**src/rtl/vga_ctrl.sv**
```systemverilog
`default_nettype none
// ============================================================================
//  Module   : vga_ctrl
//  Purpose  : VGA timing generator. It runs pixel/line counters gated by
//             pclk_en, produces active-region addresses, and delays the sync
//             and blanking signals so they line up with the pixel-source data.
//  Revision : 1.0  initial release
// ============================================================================
module vga_ctrl #(
    parameter int H_SYNC      = 96,
    parameter int H_ACT_START = 144,
    parameter int H_ACT_END   = 784,
    parameter int H_TOTAL     = 800,
    parameter int V_SYNC      = 2,
    parameter int V_ACT_START = 35,
    parameter int V_ACT_END   = 515,
    parameter int V_TOTAL     = 525,
    parameter int PIPE_DLY    = 2
) (
    input  logic        clk,
    input  logic        rst,
    input  logic        pclk_en,
    input  logic [23:0] vga_data,
    output logic [9:0]  h_addr,
    output logic [9:0]  v_addr,
    output logic        valid,
    output logic        frame_start,
    output logic        hsync,
    output logic        vsync,
    output logic        blank_n,
    output logic [7:0]  vga_r,
    output logic [7:0]  vga_g,
    output logic [7:0]  vga_b
);

    localparam logic [9:0] c_H_SYNC      = 10'(H_SYNC);
    localparam logic [9:0] c_H_ACT_START = 10'(H_ACT_START);
    localparam logic [9:0] c_H_ACT_END   = 10'(H_ACT_END);
    localparam logic [9:0] c_H_LAST      = 10'(H_TOTAL - 1);
    localparam logic [9:0] c_V_SYNC      = 10'(V_SYNC);
    localparam logic [9:0] c_V_ACT_START = 10'(V_ACT_START);
    localparam logic [9:0] c_V_ACT_END   = 10'(V_ACT_END);
    localparam logic [9:0] c_V_LAST      = 10'(V_TOTAL - 1);

    logic [9:0]  r_x_cnt;
    logic [9:0]  r_y_cnt;
    logic [9:0]  r_h_addr;
    logic [9:0]  r_v_addr;
    logic        r_valid;
    logic        r_frame_start;
    logic [23:0] r_rgb;

    logic [9:0]  w_x_nxt;
    logic [9:0]  w_y_nxt;
    logic [9:0]  w_h_nxt;
    logic [9:0]  w_v_nxt;
    logic        w_x_wrap;
    logic        w_act_nxt;
    logic        w_hs_raw;
    logic        w_vs_raw;
    logic        w_hs_dly;
    logic        w_vs_dly;
    logic        w_blank_dly;

    // Next counter position and the address/valid that belong to it, so the
    // address registers always describe the counters they are stored with.
    always_comb begin
        w_x_wrap = (r_x_cnt == c_H_LAST);
        w_x_nxt  = w_x_wrap ? 10'd0 : r_x_cnt + 10'd1;
        w_y_nxt  = r_y_cnt;
        if (w_x_wrap) begin
            w_y_nxt = (r_y_cnt == c_V_LAST) ? 10'd0 : r_y_cnt + 10'd1;
        end
        w_act_nxt = (w_x_nxt >= c_H_ACT_START) && (w_x_nxt < c_H_ACT_END) &&
                    (w_y_nxt >= c_V_ACT_START) && (w_y_nxt < c_V_ACT_END);
        w_h_nxt = 10'd0;
        w_v_nxt = 10'd0;
        if (w_act_nxt) begin
            w_h_nxt = w_x_nxt - c_H_ACT_START;
            w_v_nxt = w_y_nxt - c_V_ACT_START;
        end
    end

    // Counters and active-region registers step only on pixel-enable cycles.
    always_ff @(posedge clk or negedge rst) begin
        if (!rst) begin
            r_x_cnt  <= 10'd0;
            r_y_cnt  <= 10'd0;
            r_h_addr <= 10'd0;
            r_v_addr <= 10'd0;
            r_valid  <= 1'b0;
        end else if (pclk_en) begin
            r_x_cnt  <= w_x_nxt;
            r_y_cnt  <= w_y_nxt;
            r_h_addr <= w_h_nxt;
            r_v_addr <= w_v_nxt;
            r_valid  <= w_act_nxt;
        end
    end

    // One-clk pulse in the cycle the counters land on (0,0).
    always_ff @(posedge clk or negedge rst) begin
        if (!rst) begin
            r_frame_start <= 1'b0;
        end else begin
            r_frame_start <= pclk_en && (r_x_cnt == c_H_LAST) && (r_y_cnt == c_V_LAST);
        end
    end

    // Raw active-low syncs straight from the counters.
    assign w_hs_raw = (r_x_cnt >= c_H_SYNC);
    assign w_vs_raw = (r_y_cnt >= c_V_SYNC);

    generate
        if (PIPE_DLY == 0) begin : g_no_pipe
            assign w_hs_dly    = w_hs_raw;
            assign w_vs_dly    = w_vs_raw;
            assign w_blank_dly = r_valid;
        end else begin : g_pipe
            // Bits per stage are {hsync, vsync, blank_n}.
            logic [PIPE_DLY-1:0][2:0] r_pipe;

            // Free-running delay line matching the pixel-source latency.
            always_ff @(posedge clk or negedge rst) begin
                if (!rst) begin
                    r_pipe <= {PIPE_DLY{3'b110}};
                end else begin
                    r_pipe[0] <= {w_hs_raw, w_vs_raw, r_valid};
                    for (int i = 1; i < PIPE_DLY; i++) begin
                        r_pipe[i] <= r_pipe[i-1];
                    end
                end
            end

            assign w_hs_dly    = r_pipe[PIPE_DLY-1][2];
            assign w_vs_dly    = r_pipe[PIPE_DLY-1][1];
            assign w_blank_dly = r_pipe[PIPE_DLY-1][0];
        end
    endgenerate

    // Colour register forced to black whenever the delayed blank is active.
    always_ff @(posedge clk or negedge rst) begin
        if (!rst) begin
            r_rgb <= 24'd0;
        end else begin
            r_rgb <= w_blank_dly ? vga_data : 24'd0;
        end
    end

    assign h_addr      = r_h_addr;
    assign v_addr      = r_v_addr;
    assign valid       = r_valid;
    assign frame_start = r_frame_start;
    assign hsync       = w_hs_dly;
    assign vsync       = w_vs_dly;
    assign blank_n     = w_blank_dly;
    assign vga_r       = r_rgb[23:16];
    assign vga_g       = r_rgb[15:8];
    assign vga_b       = r_rgb[7:0];

endmodule
`default_nettype wire

```
**config.mk**
```make
export PLATFORM = sky130hd
export DESIGN_NAME = vga_ctrl
export DESIGN_NICKNAME = d
export VERILOG_FILES = /design/src/rtl/vga_ctrl.sv
export SDC_FILE = /design/constraint.sdc
export NUM_CORES = 1
export LEC_CHECK = 0
export CORE_MARGIN = 4
export CORE_UTILIZATION = 51
export DETAILED_ROUTE_END_ITERATION = 10
export MAX_ROUTING_LAYER = met4
export PLACE_DENSITY_LB_ADDON = 0.05
export SYNTH_ARGS = -nofsm -noshare
export SYNTH_HDL_FRONTEND = slang
export SYNTH_SLANG_ARGS = --single-unit
```
**constraint.sdc**
```tcl
create_clock -name clk -period 3.8 [get_ports clk]
set_input_delay 0.76 -clock clk [delete_from_list [all_inputs] [get_ports clk]]
set_output_delay 0.76 -clock clk [all_outputs]
set_load 0.01 [all_outputs]
```
* Word level (Yosys, flattened, before mapping)
Cells that the tools add are included.
Word-level totals: bits in writable memories 0, memories kept 0, ROM bits 0, input port bits 27, output and inout port bits 49, bits in latches 0, bits in registers 72, logic and storage cells 32
Operators by class: shift operators 0, reductions and logical operators 5, $mul 0, multiplexer cells 6, $lt $le $gt $ge 6, equal/unequal tests 2, $add $sub $neg 4, bitwise gates (word level) 0, div/mod/pow operators 0
Operators by type and width (count):
- $mux W10 | 5
- $mux W24 | 1
- $add A10 B1 Y10 const B | 2
- $eq A10 B10 Y1 const B | 2
- $lt A10 B10 Y1 const B | 2
- $ge A10 B2 Y1 const B | 1
- $ge A10 B6 Y1 const B | 1
- $ge A10 B7 Y1 const B | 1
- $ge A10 B8 Y1 const B | 1
- $sub A10 B6 Y10 const B | 1
- $sub A10 B8 Y10 const B | 1
- $logic_and A1 B1 Y1 | 5

* Longest topological paths before layout
Gate-level depths: netlist of the first run.
depth in word-level cells 7, mapped depth 17, gate-level depth less buffers 15

* Worst setup path before layout of the first run
No wires, ideal clock.
kind register to register, start register r_x_cnt[0], end register r_v_addr[8], in the netlist v_addr[8], required time 3.660 ns, slack 0.589 ns, path buffers 1, stages on the path, launching flop included 16, setup time 0.140 ns, clock period less this slack 3.211 ns, data arrival time 3.071 ns, cells stage by stage dfrtp_1 -> ha_1 -> and4_1 -> and3_1 -> clkbuf_1 -> nand2_1 -> nor2_1 -> a21oi_1 -> inv_1 -> ha_1 -> or2_2 -> o31ai_1 -> a21oi_1 -> a2111oi_0 -> and2_1 -> o31ai_2
Between the ends: elaborated cells between the ends (all ways) 13, those cells by class 2 x add/sub; 4 x order compare; 1 x eq/ne; 3 x mux; 3 x reduce/logical
RTL lines:
- start, declared | line 45 | logic [9:0] r_x_cnt;
- start signal, assigned | line 93 | r_x_cnt <= w_x_nxt;
- $eq A10 B10 Y1 * | line 68 | w_x_wrap = (r_x_cnt == c_H_LAST);
- $mux W10 * | line 71 | if (w_x_wrap) begin
- named net w_y_nxt[0] | line 54 | logic [9:0] w_y_nxt;
- $ge A10 B6 Y1 | line 75 | (w_y_nxt >= c_V_ACT_START) && (w_y_nxt < c_V_ACT_END);
- $logic_and A1 B1 Y1 | line 74 | w_act_nxt = (w_x_nxt >= c_H_ACT_START) && (w_x_nxt < c_H_ACT_END) &&
- $logic_and A1 B1 Y1 | line 75
- $mux W10 * | line 78 | if (w_act_nxt) begin
- end signal, assigned | line 96 | r_v_addr <= w_v_nxt;
- end, declared | line 48 | logic [9:0] r_v_addr;
The timed path passes the listed nets; every way through them passes the cells marked *. A chain may end at the register's enable or synchronous reset.

* Worst setup path in the final report of the first run
Same ends and word-level chain as after synthesis.

==> reports/qor.csv, run 1 <==
stage,metric,value,unit
yosys,synth-seq-cells,72,
global_routing,grt_pass1_vias,2807,
setup_path,worstPathArrival,3.63,ns
cells_and_area,layout-drive-gt1-share,12.30,%
setup_path,reg2regPathDepth,12,
setup_path,r2r_end,v_addr[8]$_DFFE_PN0P_,
yosys,syn_nets,391,
yosys,syn_avg_cell_area,10.26,sq um
sta,fmax,295.6,MHz
global_routing,grt_overflow,0,
cts,cts_resized,0,
cts,cts_buffers,9,
setup_path,path_class,flop to flop,
sta,slew_viol_final,0,
yosys,yosysWarnings,0,
pwr,vdd_drop_max,0.4194,mV
drt,dr.pass1.iters,4,
cells_and_area,nFillCells,541,
cts,post_cts_buffers,0,
yosys,ys.flop_type,dfrtp_1,
yosys,yosysTopAreaCellShare,46.70,%
setup_path,critical_path_required,4.05,ns
setup_path,cp-end-kind,flop,
sta,hold-worst-slack,0.3560,ns
drt,via_count,2862,
cells_and_area,areaGrowthSynthToFinish,27.92,%
cts,cts_tree,yes,
yosys,async_flop_share,100.0,%
floorplanning,ios,76,
floorplanning,start_util,53.04,%
sta,final-hold-violation-count,0,
sta,period_minus_slack,3.383,ns
place,dpl_worst_slack,0.4751,ns
sta,skew,0.008906,ns
worst_hold_path,hold_path_depth,0,
yosys,synth_top_cell_by_area,dfrtp_1,
sta,setup-tns-final,0,ns
floorplanning,die_y,92.52,um
sta,fin_ws,0.4168,ns
job,cap_viol_max_count,0,
floorplanning,die_area,8560,sq um
place,port_buffers,75,
drt,drtAntennaViolNets,0,
drt,drc,0,
floorplanning,die_x,92.52,um
cts,clock_sink_count,72,
sta,tightest_slew,0.8942,ns
worst_hold_path,worstHoldStart,g_pipe.r_pipe[0]$_DFF_PN0_,
yosys,syn_area,3643,sq um
drt,detail_route.iter0.violations,190,
global_routing,antenna_found_initial,0,
yosys,yosysMostFrequentCell,dfrtp_1,
drt,vias_per_cell,5.431,
yosys,synth_edf_count,0,
drt,wire_per_inst,16.55,um
worst_hold_path,hold_path.class,flop to flop,
sta,fin_crit_sh,89.03,%
yosys,synth_common_cells,"dfrtp_1, nand2_1, and2_1",
setup_path,r2r_start,r_x_cnt[0]$_DFFE_PN0P_,
yosys,seq_area_frac_synth,49.59,%
yosys,synth_area_leaders,"dfrtp_1, nand2_1, and2_1",
cts,htree_levels,3,
drt,wirelength,8721,um
sta,slew_headroom,40.38,%
sta,rsz0062_at_grt,false,
yosys,ys_types,54,
cells_and_area,insertedDiodeCount,0,
floorplanning,core_area,6869,sq um
sta,setup_viol,0,
cts,clock_latency,0.35,ns
setup_path,reg2reg_slack,0.42,ns
pwr,p_per_area,463.4,nW/um^2
setup_path,cp-start-kind,flop,
pwr,power.leakage,1.993,nW
cts,clkTransAtPathRegs,0.08,ns
global_routing,grt_pass1_wl,14550,um
place,place_congestion,0.9117,
place,hpwl,6347,um
global_routing,track_usage,22.38,%
worst_hold_path,holdPathEnd,blank_n$_DFF_PN0_,
yosys,netlist_instances,355,
floorplanning,rows,30,
cells_and_area,nets,462,
cts,cts_root_buf,clkbuf_8,
cts,clock_path_buffers,2,
setup_path,crit_fanout,8,
cts,hold_buffers,0,
global_routing,grt_max_degree,73,
status,status,finished clean,
[layout make-up]
class	instances	area (sq um)	share of cell area, %
Sequential cell	72	1807	38.77
Timing Repair Buffer	87	835.8	17.93
Clock inverter	6	42.54	0.9128
Clock buffer	10	127.6	2.738
Tap cell	96	120.1	2.577
Multi-Input combinational cell	247	1694	36.35
Inverter	9	33.78	0.7248
[through the flow]
| stage | area (sq um) | total power (W) | instances | util [%] |
|---|---|---|---|---|
| after global routing | 4661 | 0.002294 | 527 | 67.85 |
| final | 4661 | 0.002160 | 527 | 67.85 |
| after global placement | 4491 | 0.001624 | 511 | 65.37 |
| after detailed placement | 4491 | 0.001634 | 511 | 65.37 |
| after CTS | 4661 | 0.002176 | 527 | 67.85 |
| after floorplan | 3643 | 0.001355 | 355 | - |
[sequential cells by signal (all words and copies together), names as in the netlist]
name and flops:
frame_start 1, h_addr 10, r_x_cnt 10, valid 1
r_y_cnt 10, hsync 1, g_pipe.r_pipe 3, v_addr 10
vsync 1, r_rgb 24, blank_n 1
[routing by layer]
metal	vias to the layer above	part of all wire (%)	wire (um)	global-route usage (%)
met1	1382	45	3940	30.38
met4	0	1.8	153	9.282
li1	1378	-	-	-
met3	13	4.6	397	2.762
met2	89	49	4230	34.14
met5	-	0	0	-
[where the power goes]
group          switching, W  internal, W  leakage [nW]  total (W)
Combinational      0.000320     0.000308         0.964   0.000628
Sequential         0.000113     0.000875         0.946   0.000988
Clock              0.000305     0.000239        0.0831   0.000544
[worst max-delay path, cell delays in order (launching register included)]
cell      delay [ns]
dfrtp_1         0.42
ha_1            0.30
and4_1          0.35
nand3_1         0.24
a21oi_1         0.26
inv_1           0.07
ha_1            0.23
nor2_1          0.14
nand3_1         0.12
o41ai_1         0.49
o311ai_4        0.19
buf_4           0.22
o31ai_2         0.24
[worst max path at each step]
stage	from	end	slack, ns	cells past startpoint
5_1_grt	r_x_cnt[0]$_DFFE_PN0P_	v_addr[8]$_DFFE_PN0P_	0.14	12
3_5_place_dp	r_x_cnt[0]$_DFFE_PN0P_	v_addr[8]$_DFFE_PN0P_	0.48	12
3_3_place_gp	r_y_cnt[0]$_DFFE_PN0P_	v_addr[8]$_DFFE_PN0P_	0.58	15
6_report	r_x_cnt[0]$_DFFE_PN0P_	v_addr[8]$_DFFE_PN0P_	0.42	12
4_1_cts	r_x_cnt[0]$_DFFE_PN0P_	v_addr[8]$_DFFE_PN0P_	0.44	12
2_1_floorplan	r_x_cnt[0]$_DFFE_PN0P_	v_addr[8]$_DFFE_PN0P_	0.59	15
[cell usage in the layout, fill, tap and decap left out, types with 7 or more instances in the layout]
cell / instances
a21oi_1: 15
o21ai_0: 13
clkbuf_8: 9
nand2_1: 45
buf_4: 12
nand3_1: 12
clkdlybuf4s50_1: 74
o2bb2ai_1: 11
inv_1: 9
dfrtp_1: 68
o31ai_2: 8
xor2_1: 7
nor3_1: 8
xnor2_1: 17
ha_1: 9
and2_1: 26
nor2_1: 15
[cells by family (layout without fill, tap and decap cells)]
group,Yosys count,count (layout),share of synthesized area (%)
AOI/OAI and AO/OA,72,72,14.66
xor gates and xnor gates,24,24,5.769
adders and majority gates,9,9,3.091
buffers and inverters,36,112,4.396
DFF,72,72,49.59
muxes,6,6,1.786
and+or+nand+nor,136,136,20.71
No activity file was read; power rests on OpenSTA's default activity.
==> run 2, diff against run 1 <==
--- a/config.mk
+++ b/config.mk
@@ -5,6 +5,7 @@
 export SDC_FILE = /design/constraint.sdc
 export NUM_CORES = 1
 export LEC_CHECK = 0
+export CAP_MARGIN = 20
 export CORE_MARGIN = 4
 export CORE_UTILIZATION = 51
 export DETAILED_ROUTE_END_ITERATION = 10
==> results of run 2 <==
Final layout, timing and power as in run 1 (identical DEF).
==> run 3, diff against run 2 <==
--- a/config.mk
+++ b/config.mk
@@ -11,6 +11,7 @@
 export DETAILED_ROUTE_END_ITERATION = 10
 export MAX_ROUTING_LAYER = met4
 export PLACE_DENSITY_LB_ADDON = 0.05
+export SLEW_MARGIN = 20
 export SYNTH_ARGS = -nofsm -noshare
 export SYNTH_HDL_FRONTEND = slang
 export SYNTH_SLANG_ARGS = --single-unit
==> constraint.sdc (replaced) <==
create_clock -name clk -period 3.6 [get_ports clk]
set_input_delay 0.72 -clock clk [delete_from_list [all_inputs] [get_ports clk]]
set_output_delay 0.72 -clock clk [all_outputs]
set_load 0.01 [all_outputs]
==> reports/qor.csv, run 3 (synthesis gave the netlist of run 1 again) <==
stage,metric,value,unit
status,status,finished clean,
global_routing,grt_overflow,0,
global_routing,grt_max_degree,73,
drt,drtAntennaViolNets,0,
sta,hold-worst-slack,0.3539,ns
setup_path,crit_fanout,11,
sta,fin_crit_sh,93.44,%
cells_and_area,layout_common_cells,"clkdlybuf4s50_1, dfrtp_1, nand2_1",
setup_path,path_class,flop to flop,
worst_hold_path,hold_path.class,flop to flop,
drt,via_count,2985,
floorplanning,die_x,92.52,um
pwr,p_per_area,503.0,nW/um^2
cells_and_area,final_cells,539,
cts,cts_buffers,9,
drt,wire_per_inst,16.98,um
cells_and_area,areaGrowthSynthToFinish,32.69,%
floorplanning,ios,76,
cells_and_area,fin_util,70.38,%
cells_and_area,insertedDiodeCount,0,
setup_path,crit_start,r_x_cnt[0]$_DFFE_PN0P_,
sta,final-hold-violation-count,0,
floorplanning,core_area,6869,sq um
pwr,p_total,0.002432,W
setup_path,cp-start-kind,flop,
place,dp.cells,520,
drt,wirelength,9151,um
place,hpwl,6273,um
drt,vias_per_cell,5.538,
cells_and_area,nets,474,
sta,slew_headroom,32.61,%
place,port_buffers,75,
job,cap_viol_max_count,0,
cells_and_area,final_common_cell,clkdlybuf4s50_1,
floorplanning,start_util,53.04,%
setup_path,cp-end-kind,flop,
worst_hold_path,worstHoldStart,g_pipe.r_pipe[0]$_DFF_PN0_,
cts,clkTransAtPathRegs,0.08,ns
place,place_congestion,0.8992,
sta,setup_viol,0,
global_routing,antenna_found_initial,0,
sta,slew_viol_final,0,
cts,hold_buffers,0,
pwr,power.leakage,2.087,nW
floorplanning,rows,30,
global_routing,track_usage,23.53,%
setup_path,critical_path_required,3.85,ns
setup_path,r2r_start,r_x_cnt[0]$_DFFE_PN0P_,
cts,clock_path_buffers,2,
sta,fmax,297.3,MHz
sta,tightest_slew,1.000,ns
cts,clock_sink_count,72,
cts,cts_tree,yes,
cts,htree_levels,3,
cts,clock_latency,0.35,ns
setup_path,worstPathArrival,3.62,ns
floorplanning,die_area,8560,sq um
global_routing,grt_pass1_wl,15240,um
cells_and_area,nFillCells,554,
cells_and_area,top_register,r_rgb,
drt,detail_route.iter0.violations,184,
global_routing,grt_pass1_vias,3044,
sta,skew,0.01118,ns
cells_and_area,regArea,1807,sq um
floorplanning,die_y,92.52,um
drt,dr.pass1.iters,4,
cts,cts_root_buf,clkbuf_8,
cells_and_area,multi_input_area,1735,sq um
cells_and_area,largest_reg_flops,24,
pwr,vdd_drop_max,0.3387,mV
sta,period_minus_slack,3.364,ns
cells_and_area,layout-drive-gt1-share,15.35,%
drt,drc,0,
==> run 3: report_power, final <==
group          internal, W  switching (W)
combinational     0.000357       0.000363
clock             0.000361       0.000313
sequential        0.000923       0.000115
total              0.00164       0.000790
==> run 3: worst max-delay path, cell delays in order, from the launching register on <==
cell,delay (ns)
dfrtp_1,0.44
ha_1,0.30
and4_2,0.32
and3_1,0.19
nand2_1,0.11
nor2_1,0.05
a21oi_1,0.15
inv_1,0.07
ha_1,0.23
nor2_1,0.17
nand3_1,0.19
o41ai_4,0.35
buf_4,0.19
o311ai_4,0.10
buf_12,0.19
o31ai_1,0.21
==> run 3: final timing paths <==
kind	slack, ns	cells past startpoint	to
worst max-delay path	0.24	15	v_addr[9]$_DFFE_PN0P_
worst min-delay path	0.35	0	blank_n$_DFF_PN0_
worst max register to register	0.24	15	v_addr[9]$_DFFE_PN0P_
worst min register to register	0.35	0	blank_n$_DFF_PN0_
max in group asynchronous	2.44	2	r_y_cnt[2]$_DFFE_PN0P_
min in group asynchronous	0.57	2	r_rgb[18]$_DFF_PN0_
==> run 3: timing repair <==
item	4_1_cts	5_1_grt
endpoints found under the setup margin	9	21
gates resized for setup	1	3
buffers inserted	0	2
pin swaps	1	2
gates cloned	1	0
==> run 3: layout make-up <==
| class | count | area share, % |
|---|---|---|
| Multi-Input combinational cell | 248 | 35.90 |
| Timing Repair Buffer | 98 | 19.25 |
| Clock buffer | 12 | 3.209 |
| Sequential cell | 72 | 37.37 |
| Inverter | 9 | 0.6988 |
| Clock inverter | 4 | 1.087 |
| Tap cell | 96 | 2.484 |
==> run 3: layer usage <==
layer  share of wire [%]  wire [um]  vias up  track usage [%]
met5                   0          0        -                -
met4                 2.5        226        0            10.40
met3                 4.0        362       27            3.493
met2                  50       4541       85            38.07
met1                  44       4022     1468            29.41
li1                    -          -     1405                -
==> run 3: through the flow <==
stage | area, sq um | worst slack [ns] | TNS (ns)
after floorplan | 3643 | 0.3894 | 0
after global placement | 4558 | 0.1293 | 0
after detailed placement | 4558 | -0.02168 | -0.04069
after CTS | 4790 | 0.1265 | 0
after global routing | 4835 | -0.001601 | -0.001601
final | 4835 | 0.2360 | 0
